### src/rtl/micro_sequencer_if.sv
// Control-ROM, flag handshake and status bundle between micro_sequencer and its datapath.
// master is the sequencer side; slave is the ROM/datapath/host side.
interface micro_sequencer_if #(
   parameter int AW = 8
);
   logic          start;
   logic          abort;
   logic [1:0]    seq_op;
   logic [2:0]    cond_sel;
   logic [AW-1:0] target;
   logic [3:0]    alu_flags;
   logic          flags_valid;
   logic [AW-1:0] instr_addr;
   logic          instr_valid;
   logic          busy;
   logic          done;
   logic          error;

   modport master (
      input  start, abort, seq_op, cond_sel, target, alu_flags, flags_valid,
      output instr_addr, instr_valid, busy, done, error
   );

   modport slave (
      output start, abort, seq_op, cond_sel, target, alu_flags, flags_valid,
      input  instr_addr, instr_valid, busy, done, error
   );
endinterface

### src/rtl/micro_sequencer.sv
// Programmable instruction-address sequencer: walks a synchronous control ROM,
// branching on ALU flags with a flag-valid handshake and a bounded wait.
module micro_sequencer #(
   parameter int            AW         = 8,
   parameter logic [AW-1:0] START_ADDR = '0,
   parameter int            WAIT_MAX   = 15
) (
   input  logic               clk,
   input  logic               reset,
   micro_sequencer_if.master  bus
);
   localparam int            CW        = $clog2(WAIT_MAX + 1);
   localparam logic [CW-1:0] WAIT_LAST = CW'(WAIT_MAX - 1);

   localparam logic [1:0] OP_NEXT   = 2'b00;
   localparam logic [1:0] OP_JUMP   = 2'b01;
   localparam logic [1:0] OP_BRANCH = 2'b10;

   typedef enum logic [2:0] {
      S_IDLE,
      S_FETCH,
      S_EXEC,
      S_WAIT,
      S_DONE
   } state_t;

   state_t        state_reg, state_next;
   logic [AW-1:0] addr_reg, addr_next;
   logic [AW-1:0] target_reg, target_next;
   logic [2:0]    cond_reg, cond_next;
   logic [CW-1:0] wait_cnt_reg, wait_cnt_next;
   logic          error_reg, error_next;
   logic          taken;

   // Branch decision uses the condition latched in EXEC; the ROM word has moved on by now.
   assign taken = bus.alu_flags[cond_reg[1:0]] ^ cond_reg[2];

   always_ff @(posedge clk or posedge reset) begin
      if (reset) begin
         state_reg    <= S_IDLE;
         addr_reg     <= '0;
         target_reg   <= '0;
         cond_reg     <= '0;
         wait_cnt_reg <= '0;
         error_reg    <= 1'b0;
      end else begin
         state_reg    <= state_next;
         addr_reg     <= addr_next;
         target_reg   <= target_next;
         cond_reg     <= cond_next;
         wait_cnt_reg <= wait_cnt_next;
         error_reg    <= error_next;
      end
   end

   always_comb begin
      state_next    = state_reg;
      addr_next     = addr_reg;
      target_next   = target_reg;
      cond_next     = cond_reg;
      wait_cnt_next = wait_cnt_reg;
      error_next    = error_reg;

      unique case (state_reg)
         S_IDLE: begin
            if (bus.start) begin
               addr_next  = START_ADDR;
               error_next = 1'b0;
               state_next = S_FETCH;
            end
         end
         S_FETCH: state_next = S_EXEC;
         S_EXEC: begin
            case (bus.seq_op)
               OP_NEXT: begin
                  addr_next  = addr_reg + 1'b1;
                  state_next = S_FETCH;
               end
               OP_JUMP: begin
                  addr_next  = bus.target;
                  state_next = S_FETCH;
               end
               OP_BRANCH: begin
                  wait_cnt_next = '0;
                  cond_next     = bus.cond_sel;
                  target_next   = bus.target;
                  state_next    = S_WAIT;
               end
               default: state_next = S_DONE;
            endcase
         end
         S_WAIT: begin
            if (bus.flags_valid) begin
               addr_next  = taken ? target_reg : addr_reg + 1'b1;
               state_next = S_FETCH;
            end else if (wait_cnt_reg == WAIT_LAST) begin
               error_next = 1'b1;
               state_next = S_IDLE;
            end else begin
               wait_cnt_next = wait_cnt_reg + 1'b1;
            end
         end
         S_DONE:  state_next = S_IDLE;
         default: state_next = S_IDLE;
      endcase

      // Abort overrides everything, leaving address and error untouched.
      if (bus.abort) begin
         state_next    = S_IDLE;
         addr_next     = addr_reg;
         target_next   = target_reg;
         cond_next     = cond_reg;
         wait_cnt_next = wait_cnt_reg;
         error_next    = error_reg;
      end
   end

   assign bus.instr_addr  = addr_reg;
   assign bus.instr_valid = (state_reg == S_EXEC);
   assign bus.busy        = (state_reg != S_IDLE);
   assign bus.done        = (state_reg == S_DONE);
   assign bus.error       = error_reg;
endmodule

### src/flat_wrapper.sv
// flat-port wrapper written by rule: the top's interface ports become plain ports
module micro_sequencer_flat 
#(
   parameter int            AW         = 8,
   parameter logic [AW-1:0] START_ADDR = '0,
   parameter int            WAIT_MAX   = 15
)
  (clk, reset, bus_start, bus_abort, bus_seq_op, bus_cond_sel, bus_target, bus_alu_flags, bus_flags_valid, bus_instr_addr, bus_instr_valid, bus_busy, bus_done, bus_error);
  micro_sequencer_if #(.AW(AW)) bus_i ();
  input  logic clk;
  input  logic reset;
  input wire logic [$bits(bus_i.start)-1:0] bus_start;
  input wire logic [$bits(bus_i.abort)-1:0] bus_abort;
  input wire logic [$bits(bus_i.seq_op)-1:0] bus_seq_op;
  input wire logic [$bits(bus_i.cond_sel)-1:0] bus_cond_sel;
  input wire logic [$bits(bus_i.target)-1:0] bus_target;
  input wire logic [$bits(bus_i.alu_flags)-1:0] bus_alu_flags;
  input wire logic [$bits(bus_i.flags_valid)-1:0] bus_flags_valid;
  output wire logic [$bits(bus_i.instr_addr)-1:0] bus_instr_addr;
  output wire logic [$bits(bus_i.instr_valid)-1:0] bus_instr_valid;
  output wire logic [$bits(bus_i.busy)-1:0] bus_busy;
  output wire logic [$bits(bus_i.done)-1:0] bus_done;
  output wire logic [$bits(bus_i.error)-1:0] bus_error;
  assign bus_i.start = bus_start;
  assign bus_i.abort = bus_abort;
  assign bus_i.seq_op = bus_seq_op;
  assign bus_i.cond_sel = bus_cond_sel;
  assign bus_i.target = bus_target;
  assign bus_i.alu_flags = bus_alu_flags;
  assign bus_i.flags_valid = bus_flags_valid;
  assign bus_instr_addr = bus_i.instr_addr;
  assign bus_instr_valid = bus_i.instr_valid;
  assign bus_busy = bus_i.busy;
  assign bus_done = bus_i.done;
  assign bus_error = bus_i.error;
  micro_sequencer #(.AW(AW), .START_ADDR(START_ADDR), .WAIT_MAX(WAIT_MAX)) u_core (.clk(clk), .reset(reset), .bus(bus_i));
endmodule
### config.mk
export PLATFORM = sky130hd
export DESIGN_NAME = micro_sequencer_flat
export DESIGN_NICKNAME = d
export VERILOG_FILES = /design/src/rtl/micro_sequencer_if.sv /design/src/rtl/micro_sequencer.sv /design/src/flat_wrapper.sv
export SDC_FILE = /design/constraint.sdc
export NUM_CORES = 1
export LEC_CHECK = 0
export BUFFER_PORTS_ARGS = -buffer_cell sky130_fd_sc_hd__clkbuf_2
export CAP_MARGIN = 25
export CORE_MARGIN = 1.5
export CORE_UTILIZATION = 49
export CTS_BUF_LIST = sky130_fd_sc_hd__clkbuf_16
export CTS_CLUSTER_SIZE = 20
export DETAILED_ROUTE_END_ITERATION = 7
export PLACE_DENSITY = 0.75
export SKIP_CTS_REPAIR_TIMING = 1
export SLEW_MARGIN = 20
export SYNTH_ARGS = -nofsm -noshare
export SYNTH_HDL_FRONTEND = slang
export SYNTH_SLANG_ARGS = --single-unit
### constraint.sdc
create_clock -name clk -period 1.7 [get_ports clk]
set_input_delay 0.34 -clock clk [delete_from_list [all_inputs] [get_ports clk]]
set_output_delay 0.34 -clock clk [all_outputs]
set_load 0.03 [all_outputs]
==> impl_results.md <==
* Class of the most critical setup path: reg2reg
* Clock transition at path regs at 70 ps
* Remaining max-slew budget at the tightest pin at 74.43%
* Initial antenna violation count at 0
* Highest fanout seen on the critical path at 7
* Die Span Y at 61.30 um
* Overflow after GRT at 0
* Max-capacitance violation count at 0
* Violated checks: negative setup slack
* Insertion delay of the later-clocked pin in the worst-skew pair at 260 ps
* Count of fill cells added during filler insertion at 249
* Die width at 61.30 um
* Reg2reg start: u_core.cond_reg[0]
* Max frequency at 526.4 MHz
* Worst Tran Pin Value at 382.7 ps
* Tightest hold margin at 123.8 ps
* Die area at 3758 um2
* Area growth, synth to finish at 38.62%
* #FFs+latches synth at 27
* Number of cells produced by synthesis at 176
* Number of antenna cells inserted at 0
* Number of nets with antenna violations after detailed routing at 0
* End of the worst register-to-register path: u_core.bus.instr_addr[7]
* GR Util met2 at 41.79%
* Netlist cell types at 42
* Top Ports at 34
* Share of synthesized area occupied by flip-flops and latches at 40.57%
* Area of the multi-input gates at 1011 um2
* Weighted congestion reported at the end of routability-driven placement at 0.8862
* Fin Setup TNS at -1951 ps
* Leakage power total at 0.001067 uW
* Via count normalized by instance count at 5.804
* Count of final hold-check violations at 0
* Hpwl dp at 3246 um
* Worst Setup End Kind: flip-flop
* Combined flip-flop and latch cell area at 678.2 um2
* R2r setup slk at -200 ps
* Number of vias in the routed layout at 1631
* Global-route total usage across every layer at 25.07%
* R2R depth at 5
* Post-synth EDFFs at 0
* Arrival time at the worst endpoint at 2050 ps
* Met3 track demand over resource at 2.731%
* TritonCTS Buffers at 3
* Via count of the first global-routing pass at 1552
* Worst-case setup margin in the final layout at -199.8 ps
* Post-Synthesis Net Count at 201
* Global-route wire length before repair at 7017 um
* Final critical delay including setup and external delays at 1900 ps
* Number of violations reported at the end of detailed-routing iteration 0 at 77
* Final setup viols at 20
* Type of the tightest min-delay check: in2async
* Starting Density at 52.82%
* Number of input and output port buffers inserted at 33
* Deepest level of the CTS H-tree at 1
* Post-synthesis cell area at 1665 um2
* Result of the run: finished, violations left
* Worst setup skew after layout at 2.690 ps
* Async set-reset flop share out of synthesis at 100.0%
* Peak ir drop on the vdd network at 0.0006329 V
* Most instantiated flip-flop cell in the synthesis netlist: sky130_fd_sc_hd__dfrtp_1
* TritonCTS clock tree: yes
* Final number of max-transition violations at 0
* WP data required at 1850 ps
* DRC violation count after routing at 0
* Routing usage on met1 at 34.63%
* Total number of nets in the final design at 263
* Row count at 20
* Average cell area after synthesis at 9.462 um2
* Ratio of final minimum period to clock period at 111.8%
* Total Wirelength at 4665 um
* Type of origin of the critical path: flip-flop
* Clk buf depth at 2
* Pin count of the biggest net entering global routing at 28
* Most heavily used metal layer in global routing: met2
* Number of clock sinks at 27
* Core outline area at 3153 um2
* Fraction of layout cells with a size suffix above 1 at 39.66%
* Power per Cell Area at 896.6 nW/um2
* RSZ-0062 raised after global routing: true
* Count of synthesis-stage warnings from yosys at 0
* WL/cell at 16.60 um
* Clock tree root buffer cell: sky130_fd_sc_hd__clkbuf_16
* Pre-Repair DR Iteration Count at 4
-- power breakdown --
part / switching (uW) / total (uW) / internal (uW)
clock: 225 / 543 / 318
sequential: 79.5 / 816 / 737
combinational: 352 / 711 / 359
total: 657 / 2070 / 1410
-- critical path: stages (launching register included) --
cell                       delay (ps)
sky130_fd_sc_hd__dfrtp_1          360
sky130_fd_sc_hd__mux4_2           570
sky130_fd_sc_hd__xnor2_4          200
sky130_fd_sc_hd__a21boi_0         180
sky130_fd_sc_hd__o21ai_0          120
sky130_fd_sc_hd__a221o_1          350
-- layout make-up --
class	instances	share of cell area (%)
Sequential cell	27	29.38
Multi-Input combinational cell	136	43.79
Clock inverter	1	0.2168
Timing Repair Buffer	64	19.89
Tap cell	44	2.385
Clock buffer	3	3.252
Inverter	6	1.084
-- worst max-delay path by stage --
stage	startpoint	to	slack, ps	cells after the start
5_1_grt	u_core.cond_reg[0]	u_core.bus.instr_addr[6]	-260	5
2_1_floorplan	u_core.state_reg[0]	u_core.target_reg[1]	-170	5
4_1_cts	u_core.cond_reg[0]	u_core.bus.instr_addr[3]	-190	6
3_3_place_gp	bus_alu_flags[3]	u_core.bus.instr_addr[3]	-160	7
3_5_place_dp	bus_alu_flags[3]	u_core.bus.instr_addr[3]	-210	7
6_report	u_core.cond_reg[0]	u_core.bus.instr_addr[7]	-200	5
-- layout by cell type (no fill, tap or decap), types with 4 or more instances in the layout --
cell type,synthesis,layout
sky130_fd_sc_hd__a21oi_1,10,9
sky130_fd_sc_hd__mux2_4,0,10
sky130_fd_sc_hd__dfrtp_1,27,25
sky130_fd_sc_hd__clkbuf_16,0,4
sky130_fd_sc_hd__o21ai_0,13,12
sky130_fd_sc_hd__nor2_1,15,15
sky130_fd_sc_hd__nand3_1,8,8
sky130_fd_sc_hd__clkbuf_2,0,30
sky130_fd_sc_hd__inv_1,5,4
sky130_fd_sc_hd__nor3b_1,5,4
sky130_fd_sc_hd__a31oi_1,4,4
sky130_fd_sc_hd__nand2_1,15,15
sky130_fd_sc_hd__buf_6,1,7
sky130_fd_sc_hd__buf_4,1,24
-- through the flow --
step           std cells  setup WS, ps  utilization (%)  power (uW)  area [um2]
2_1_floorplan        176        -174.0                -        1235        1694
3_3_place_gp         270        -157.0            65.48        1384        2064
3_5_place_dp         270        -208.5            65.48        1415        2064
4_1_cts              274        -189.8            68.02        1949        2145
5_1_grt              281        -260.1            73.21        2159        2308
6_report             281        -199.8            73.21        2070        2308
-- cell usage after synthesis, types with 2 or more instances --
| master | n | area share (%) |
|---|---|---|
| sky130_fd_sc_hd__a211oi_1 | 3 | 1.4 |
| sky130_fd_sc_hd__a21oi_1 | 10 | 3.0 |
| sky130_fd_sc_hd__a221o_1 | 3 | 1.8 |
| sky130_fd_sc_hd__a31oi_1 | 4 | 1.5 |
| sky130_fd_sc_hd__and3_1 | 3 | 1.1 |
| sky130_fd_sc_hd__clkbuf_1 | 4 | 0.90 |
| sky130_fd_sc_hd__dfrtp_1 | 27 | 41 |
| sky130_fd_sc_hd__ha_1 | 3 | 2.3 |
| sky130_fd_sc_hd__inv_1 | 5 | 1.1 |
| sky130_fd_sc_hd__mux2_1 | 6 | 4.1 |
| sky130_fd_sc_hd__mux2_2 | 5 | 3.4 |
| sky130_fd_sc_hd__mux2i_1 | 4 | 2.4 |
| sky130_fd_sc_hd__nand2_1 | 15 | 3.4 |
| sky130_fd_sc_hd__nand2b_1 | 2 | 0.75 |
| sky130_fd_sc_hd__nand3_1 | 8 | 2.4 |
| sky130_fd_sc_hd__nand4_1 | 3 | 1.1 |
| sky130_fd_sc_hd__nor2_1 | 15 | 3.4 |
| sky130_fd_sc_hd__nor2b_1 | 3 | 1.1 |
| sky130_fd_sc_hd__nor3_1 | 3 | 0.90 |
| sky130_fd_sc_hd__nor3b_1 | 5 | 2.3 |
| sky130_fd_sc_hd__o211ai_1 | 3 | 1.4 |
| sky130_fd_sc_hd__o21ai_0 | 13 | 3.9 |
| sky130_fd_sc_hd__o221ai_1 | 3 | 1.6 |
| sky130_fd_sc_hd__o31ai_1 | 2 | 0.90 |
| sky130_fd_sc_hd__or3_1 | 4 | 1.5 |
| sky130_fd_sc_hd__xnor2_1 | 3 | 1.6 |
| sky130_fd_sc_hd__xor2_1 | 2 | 1.1 |
-- per-layer routing --
metal | part of all wire (%) | vias to the layer above
met4 | 1.1 | 0
met2 | 49 | 49
met5 | 0 | -
li1 | - | 774
met3 | 4.6 | 6
met1 | 45 | 802
-- logic make-up after synthesis --
family | synth area share (%)
AO/OA/AOI/OAI | 17.36
XOR/XNOR | 3.607
adder cells (fa/ha/maj) | 2.254
buffers and inverters | 3.681
flip-flops | 40.57
multiplexers | 11.19
AND/OR/NAND/NOR | 21.34
(Power assumes the default switching activity.)
